**src/rtl/word_selector_pkg.sv**
```systemverilog
// rtl/word_selector_pkg.sv - shared cache constants for byte-lane selection
//
// Holds the default lane width, the fixed lane count of a cache block,
// the block-offset width and the offset-to-lane encodings.
package word_selector_pkg;

    localparam int BYTE_WIDTH_DEFAULT = 8;
    localparam int NUM_LANES          = 4;
    localparam int OFFSET_WIDTH       = 2;

    localparam logic [OFFSET_WIDTH-1:0] LANE0 = 2'b00;
    localparam logic [OFFSET_WIDTH-1:0] LANE1 = 2'b01;
    localparam logic [OFFSET_WIDTH-1:0] LANE2 = 2'b10;
    localparam logic [OFFSET_WIDTH-1:0] LANE3 = 2'b11;

endpackage

```
**src/rtl/word_selector_byte_mux4.sv**
```systemverilog
// rtl/word_selector_byte_mux4.sv - combinational 4:1 byte-lane multiplexer
//
// Ports:
//   DATA0..DATA3  lane inputs
//   SEL           lane select (block offset)
//   OUT           selected lane
module byte_mux4
    import word_selector_pkg::*;
#(
    parameter int BYTE_WIDTH = BYTE_WIDTH_DEFAULT
) (
    input  logic [BYTE_WIDTH-1:0]   DATA0,
    input  logic [BYTE_WIDTH-1:0]   DATA1,
    input  logic [BYTE_WIDTH-1:0]   DATA2,
    input  logic [BYTE_WIDTH-1:0]   DATA3,
    input  logic [OFFSET_WIDTH-1:0] SEL,
    output logic [BYTE_WIDTH-1:0]   OUT
);

    always_comb begin
        OUT = DATA0;
        case (SEL)
            LANE0:   OUT = DATA0;
            LANE1:   OUT = DATA1;
            LANE2:   OUT = DATA2;
            LANE3:   OUT = DATA3;
            default: OUT = DATA0;
        endcase
    end

endmodule

```
**src/rtl/word_selector.sv**
```systemverilog
// rtl/word_selector.sv - byte-lane select, write merge and registered read byte
//
// Ports:
//   CLOCK, RESET_N      rising-edge clock, synchronous active-low reset
//   DATA0..DATA3        cache block lanes (DATA0 = block[BW-1:0])
//   OFFSET              block offset, ADDRESS[1:0]
//   OUT                 combinational selected byte
//   SEL_VALID           capture request for the registered read path
//   READDATA_Q          registered selected byte
//   READDATA_VALID      one-cycle pulse per capture
//   WRITEDATA           byte merged into lane OFFSET
//   MERGED_BLOCK        block with lane OFFSET replaced by WRITEDATA
//   BYTE_EN             one-hot decode of OFFSET
module word_selector
    import word_selector_pkg::*;
#(
    parameter int BYTE_WIDTH = BYTE_WIDTH_DEFAULT
) (
    input  logic                            CLOCK,
    input  logic                            RESET_N,
    input  logic [BYTE_WIDTH-1:0]           DATA0,
    input  logic [BYTE_WIDTH-1:0]           DATA1,
    input  logic [BYTE_WIDTH-1:0]           DATA2,
    input  logic [BYTE_WIDTH-1:0]           DATA3,
    input  logic [OFFSET_WIDTH-1:0]         OFFSET,
    output logic [BYTE_WIDTH-1:0]           OUT,
    input  logic                            SEL_VALID,
    output logic [BYTE_WIDTH-1:0]           READDATA_Q,
    output logic                            READDATA_VALID,
    input  logic [BYTE_WIDTH-1:0]           WRITEDATA,
    output logic [NUM_LANES*BYTE_WIDTH-1:0] MERGED_BLOCK,
    output logic [NUM_LANES-1:0]            BYTE_EN
);

    logic [BYTE_WIDTH-1:0] lanes [NUM_LANES];

    assign lanes[0] = DATA0;
    assign lanes[1] = DATA1;
    assign lanes[2] = DATA2;
    assign lanes[3] = DATA3;

    byte_mux4 #(
        .BYTE_WIDTH (BYTE_WIDTH)
    ) u_byte_mux4 (
        .DATA0 (DATA0),
        .DATA1 (DATA1),
        .DATA2 (DATA2),
        .DATA3 (DATA3),
        .SEL   (OFFSET),
        .OUT   (OUT)
    );

    assign BYTE_EN = 4'b0001 << OFFSET;

    // Byte enables drive the merge so the written lane and the decoded
    // enable can never disagree.
    always_comb begin
        MERGED_BLOCK = '0;
        for (int i = 0; i < NUM_LANES; i++) begin
            MERGED_BLOCK[i*BYTE_WIDTH +: BYTE_WIDTH] = BYTE_EN[i] ? WRITEDATA : lanes[i];
        end
    end

    always_ff @(posedge CLOCK) begin
        if (!RESET_N) begin
            READDATA_Q     <= '0;
            READDATA_VALID <= 1'b0;
        end else if (SEL_VALID) begin
            READDATA_Q     <= OUT;
            READDATA_VALID <= 1'b1;
        end else begin
            READDATA_VALID <= 1'b0;
        end
    end

endmodule

```
**config.mk**
```make
export PLATFORM = sky130hd
export DESIGN_NAME = word_selector
export DESIGN_NICKNAME = d
export VERILOG_FILES = /design/src/rtl/word_selector_pkg.sv /design/src/rtl/word_selector_byte_mux4.sv /design/src/rtl/word_selector.sv
export SDC_FILE = /design/constraint.sdc
export NUM_CORES = 1
export LEC_CHECK = 0
export CAP_MARGIN = 30
export CORE_MARGIN = 2
export CORE_UTILIZATION = 30
export CTS_CLUSTER_DIAMETER = 200
export CTS_CLUSTER_SIZE = 20
export DETAILED_ROUTE_END_ITERATION = 6
export PLACE_DENSITY = 0.87
export SYNTH_ARGS = -nofsm -noshare
export SYNTH_HDL_FRONTEND = slang
export SYNTH_SLANG_ARGS = --single-unit
```
**constraint.sdc**
```tcl
create_clock -name CLOCK -period 2.6 [get_ports CLOCK]
set_input_delay 0.52 -clock CLOCK [delete_from_list [all_inputs] [get_ports CLOCK]]
set_output_delay 0.52 -clock CLOCK [all_outputs]
set_load 0.01 [all_outputs]
```
# Yosys cells after proc, flatten, opt, wreduce, memory -nomap -nowiden
# Cells that the tools add are included.
# word_totals
reg_bits,9
input_bits,45
elab_cells,13
# classes
muxes,6
n_reduce_logical,1
shifts,1
n_eq_ne,3
# ops
op,count
two-way mux 8 bit,4
one-hot mux 8 bit (4 select lines),1
equality test 2 bit (second input constant),2
<< shifter 1 x 2 -> 4 bit (first input constant),1
equality test 2 x 1 -> 1 bit (second input constant),1
logical NOT 2 bit,1
two-way mux 1 bit,1

# Depth between registers and ports, before layout
# logic_depth
depth_word,2
ltp_mapped,4
ltp_nobuf,2

# Hierarchy
# Synthesis repeated with hierarchy kept, for this count alone.
# hier_totals
cells_unflattened,78
hier_area_um2,1002.2
# modules_own_cells
mod,seq_area_each_um2,area_per_inst_um2,instances,cells_each
word_selector,180.2,805.8,1,68
byte_mux4,0.0,196.4,1,10

# Worst setup path before layout
# Ideal clock, no wire load.
# synth_timing
path_type,input to output
startpoint,input port OFFSET[1]
endpoint,output port MERGED_BLOCK[16]
path_buffers,2
t_arrival_ps,1300
setup_slack_ps,780
cell_stages,4
t_required_ps,2080
cell_sequence,buf_6 > nor2b_4 > buf_6 > mux2_2
# synth_between
elab_chain_cells,2
# synth_lines
item,line,text
"start, declared",word_selector.sv:25,"input logic [OFFSET_WIDTH-1:0] OFFSET,"
<< shifter 1 x 2 -> 4 bit,word_selector.sv:53,assign BYTE_EN = 4'b0001 << OFFSET;
named net BYTE_EN[2],word_selector.sv:32,output logic [NUM_LANES-1:0] BYTE_EN
two-way mux 8 bit,word_selector.sv:60,MERGED_BLOCK[i*BYTE_WIDTH +: BYTE_WIDTH] = BYTE_EN[i] ? WRITEDATA : lanes[i];
"end, declared",word_selector.sv:31,"output logic [NUM_LANES*BYTE_WIDTH-1:0] MERGED_BLOCK,"
# The timed path passes the listed nets, and every way through them passes these cells.

# Worst setup path in the final report
# layout_timing
startpoint,input port OFFSET[0]
endpoint,output port MERGED_BLOCK[7]
# layout_between
elab_chain_cells,2
# layout_lines
item,line
<< shifter 1 x 2 -> 4 bit,word_selector.sv:53
two-way mux 8 bit,word_selector.sv:60
# Every way passes these cells.

==> reports/results.ini <==
[logic_synthesis]
synth_area_mm2=0.00106
avgSynthCellArea_um2=11.0
yosysTopAreaCell=mux2_2
synth_top_area_share_pct=33.9
synth-seq-cells=9
synth_common_cells=mux2_2, mux2i_1, dfxtp_1
yosys_warnings=0
ys_seq_area_share_pct=17.0
ys.flop_type=dfxtp_1
synth_cells=97
async_reset_ff_share_pct=0
synth_edf_count=0
synth_nets=142
netlist_top_cells_area=mux2_2, mux2i_1, dfxtp_1
yosysMostFrequentCell=mux2_2
yosys.cell_types.count=16

[power_and_ir_drop]
peakVddDrop_v=0.000207
pwr_density_cell_mw_per_mm2=299
leakagePower_nw=1.01

[timing]
max_slew_margin_pct=73.0
tightest_slew_ps=404
hold_viol=0
fin_tns_setup_ps=0
fmax_mhz=386
fin_crit_sh_pct=99.6
fin_skew_ps=0
setup_viol=0
slew_viol_final=0
rsz0062_at_grt=true
min_period_ps=2590

[clock_tree]
cts_tree=yes
postCtsHoldBufs=0
root_buffer=clkbuf_4
clk_latency_ps=260
clk_pin_slew_ps=60
clock_sinks=9
cts_inserted_buffers=3
h-tree-depth=1
clk_path_buf_depth=2

[final_layout]
antenna_cells=0
fin_cells=264
layout-drive-gt1-share_pct=34.9
layout.nets=264
areaGrowthSynthToFinish_pct=116
final_util_pct=68.2

[worst_setup_path]
r2r_slack_ps=1930
crit_path_start_kind=input pin
critPathKind=in2out
endpoint_kind=primary output
required_ps=2080
cp.arrival_ps=2070
critPathMaxFanout=5

[drt]
drc=0
firstDrtPassIters=4
post_drt_via_cell_ratio=5.05
ant_nets=0
wl_mm=4.87
drt_iter0_drc=45
via_count=1332
wl_per_cell_um=18.5

[status]
status=finished clean

[min_path]
min_path_type=reg2reg

[flow_run]
cap_violations=0

[global_routing]
grt_usage_pct=23.4
antenna_found_initial=0
grt_pass1_wl_mm=7.48
grt_pass1_vias=1443
grt-ovfl-total=0
grt_max_degree=12

[die]
dieWidth_um=63.5
fp.coreArea_mm2=0.00336
rows=21
ios=98
start_util_pct=31.6
die-area_mm2=0.00403
die_y_um=63.5

[placement]
dp_hpwl_mm=4.00
dp.cells=260
io_buffers=97
finalWeightedCongestion=0.840

==> layout make-up <==
cell class | instances | area (um2)
Multi-Input combinational cell | 79 | 833
Clock inverter | 1 | 5.00
Inverter | 1 | 3.75
Fill cell | 247 | 1070
Timing Repair Buffer | 125 | 1190
Tap cell | 46 | 57.6
Clock buffer | 3 | 22.5
Sequential cell | 9 | 180
==> routing by layer <==
metal | part of all wire (%) | wire length [um] | GRT usage (%) | vias up
li1 | - | - | - | 623
met1 | 39 | 1920 | 26.5 | 622
met2 | 50 | 2420 | 41.4 | 73
met3 | 7.5 | 363 | 5.00 | 14
met4 | 3.6 | 173 | 11.1 | 0
met5 | 0 | 0 | 0 | -
==> flip-flops by register name (all words and copies together), names as in the netlist <==
name	flops
READDATA_Q	8
READDATA_VALID	1
==> final timing paths <==
path                       from              end  cells after the start
setup / recovery      OFFSET[0]  MERGED_BLOCK[7]                      6
hold / removal    READDATA_Q[7]    READDATA_Q[7]                      2
setup reg to reg  READDATA_Q[1]    READDATA_Q[1]                      2
hold reg to reg   READDATA_Q[7]    READDATA_Q[7]                      2
==> what timing repair did <==
item                                    CTS  global route
gates resized for setup                  16            11
endpoints found under the setup margin   40            11
buffers inserted                          0             0
==> cells by family after synthesis <==
kind of cell	synth area share (%)
buffers and inverters	7.77
DFF	17.0
muxes	56.5
and+or+nand+nor	12.1
AOI/OAI and AO/OA	6.60
==> per-stage QoR <==
step / setup WS [ps] / total power [mW] / area [um2] / hold WS, ps
global placement: -209 / 0.564 / 2220 / 479
floorplan: 780 / 0.314 / 1060 / 530
global route: -10.4 / 0.718 / 2290 / 541
detailed placement: -223 / 0.576 / 2220 / 497
CTS: 2.50 / 0.688 / 2260 / 512
finish: 10.6 / 0.684 / 2290 / 506
==> report_power, final <==
part / leakage [nW] / internal (mW) / switching, mW
clock: 0.0177 / 0.0569 / 0.0519
combinational: 0.917 / 0.258 / 0.163
sequential: 0.0743 / 0.149 / 0.00591
==> cell usage in the layout, fill, tap and decap left out <==
| cell | count |
|---|---|
| nand3b_1 | 8 |
| clkdlybuf4s50_1 | 80 |
| o221ai_1 | 8 |
| nand3_1 | 1 |
| nor2b_2 | 1 |
| clkinv_2 | 1 |
| dlygate4sd2_1 | 10 |
| clkbuf_4 | 3 |
| nor2_4 | 1 |
| mux2i_1 | 17 |
| dfxtp_1 | 9 |
| mux2i_2 | 7 |
| inv_1 | 1 |
| buf_4 | 27 |
| and2_1 | 1 |
| nor2b_4 | 1 |
| nand3b_4 | 1 |
| dlymetal6s2s_1 | 7 |
| buf_6 | 1 |
| mux2_2 | 32 |
| nand2_4 | 1 |
==> worst max-delay path: stages <==
cell and delay, ps:
dlygate4sd2_1 280, buf_4 190, nor2_4 120, buf_4 150, mux2_2 330, clkdlybuf4s50_1 480
No activity file was read; power rests on OpenSTA's default activity.
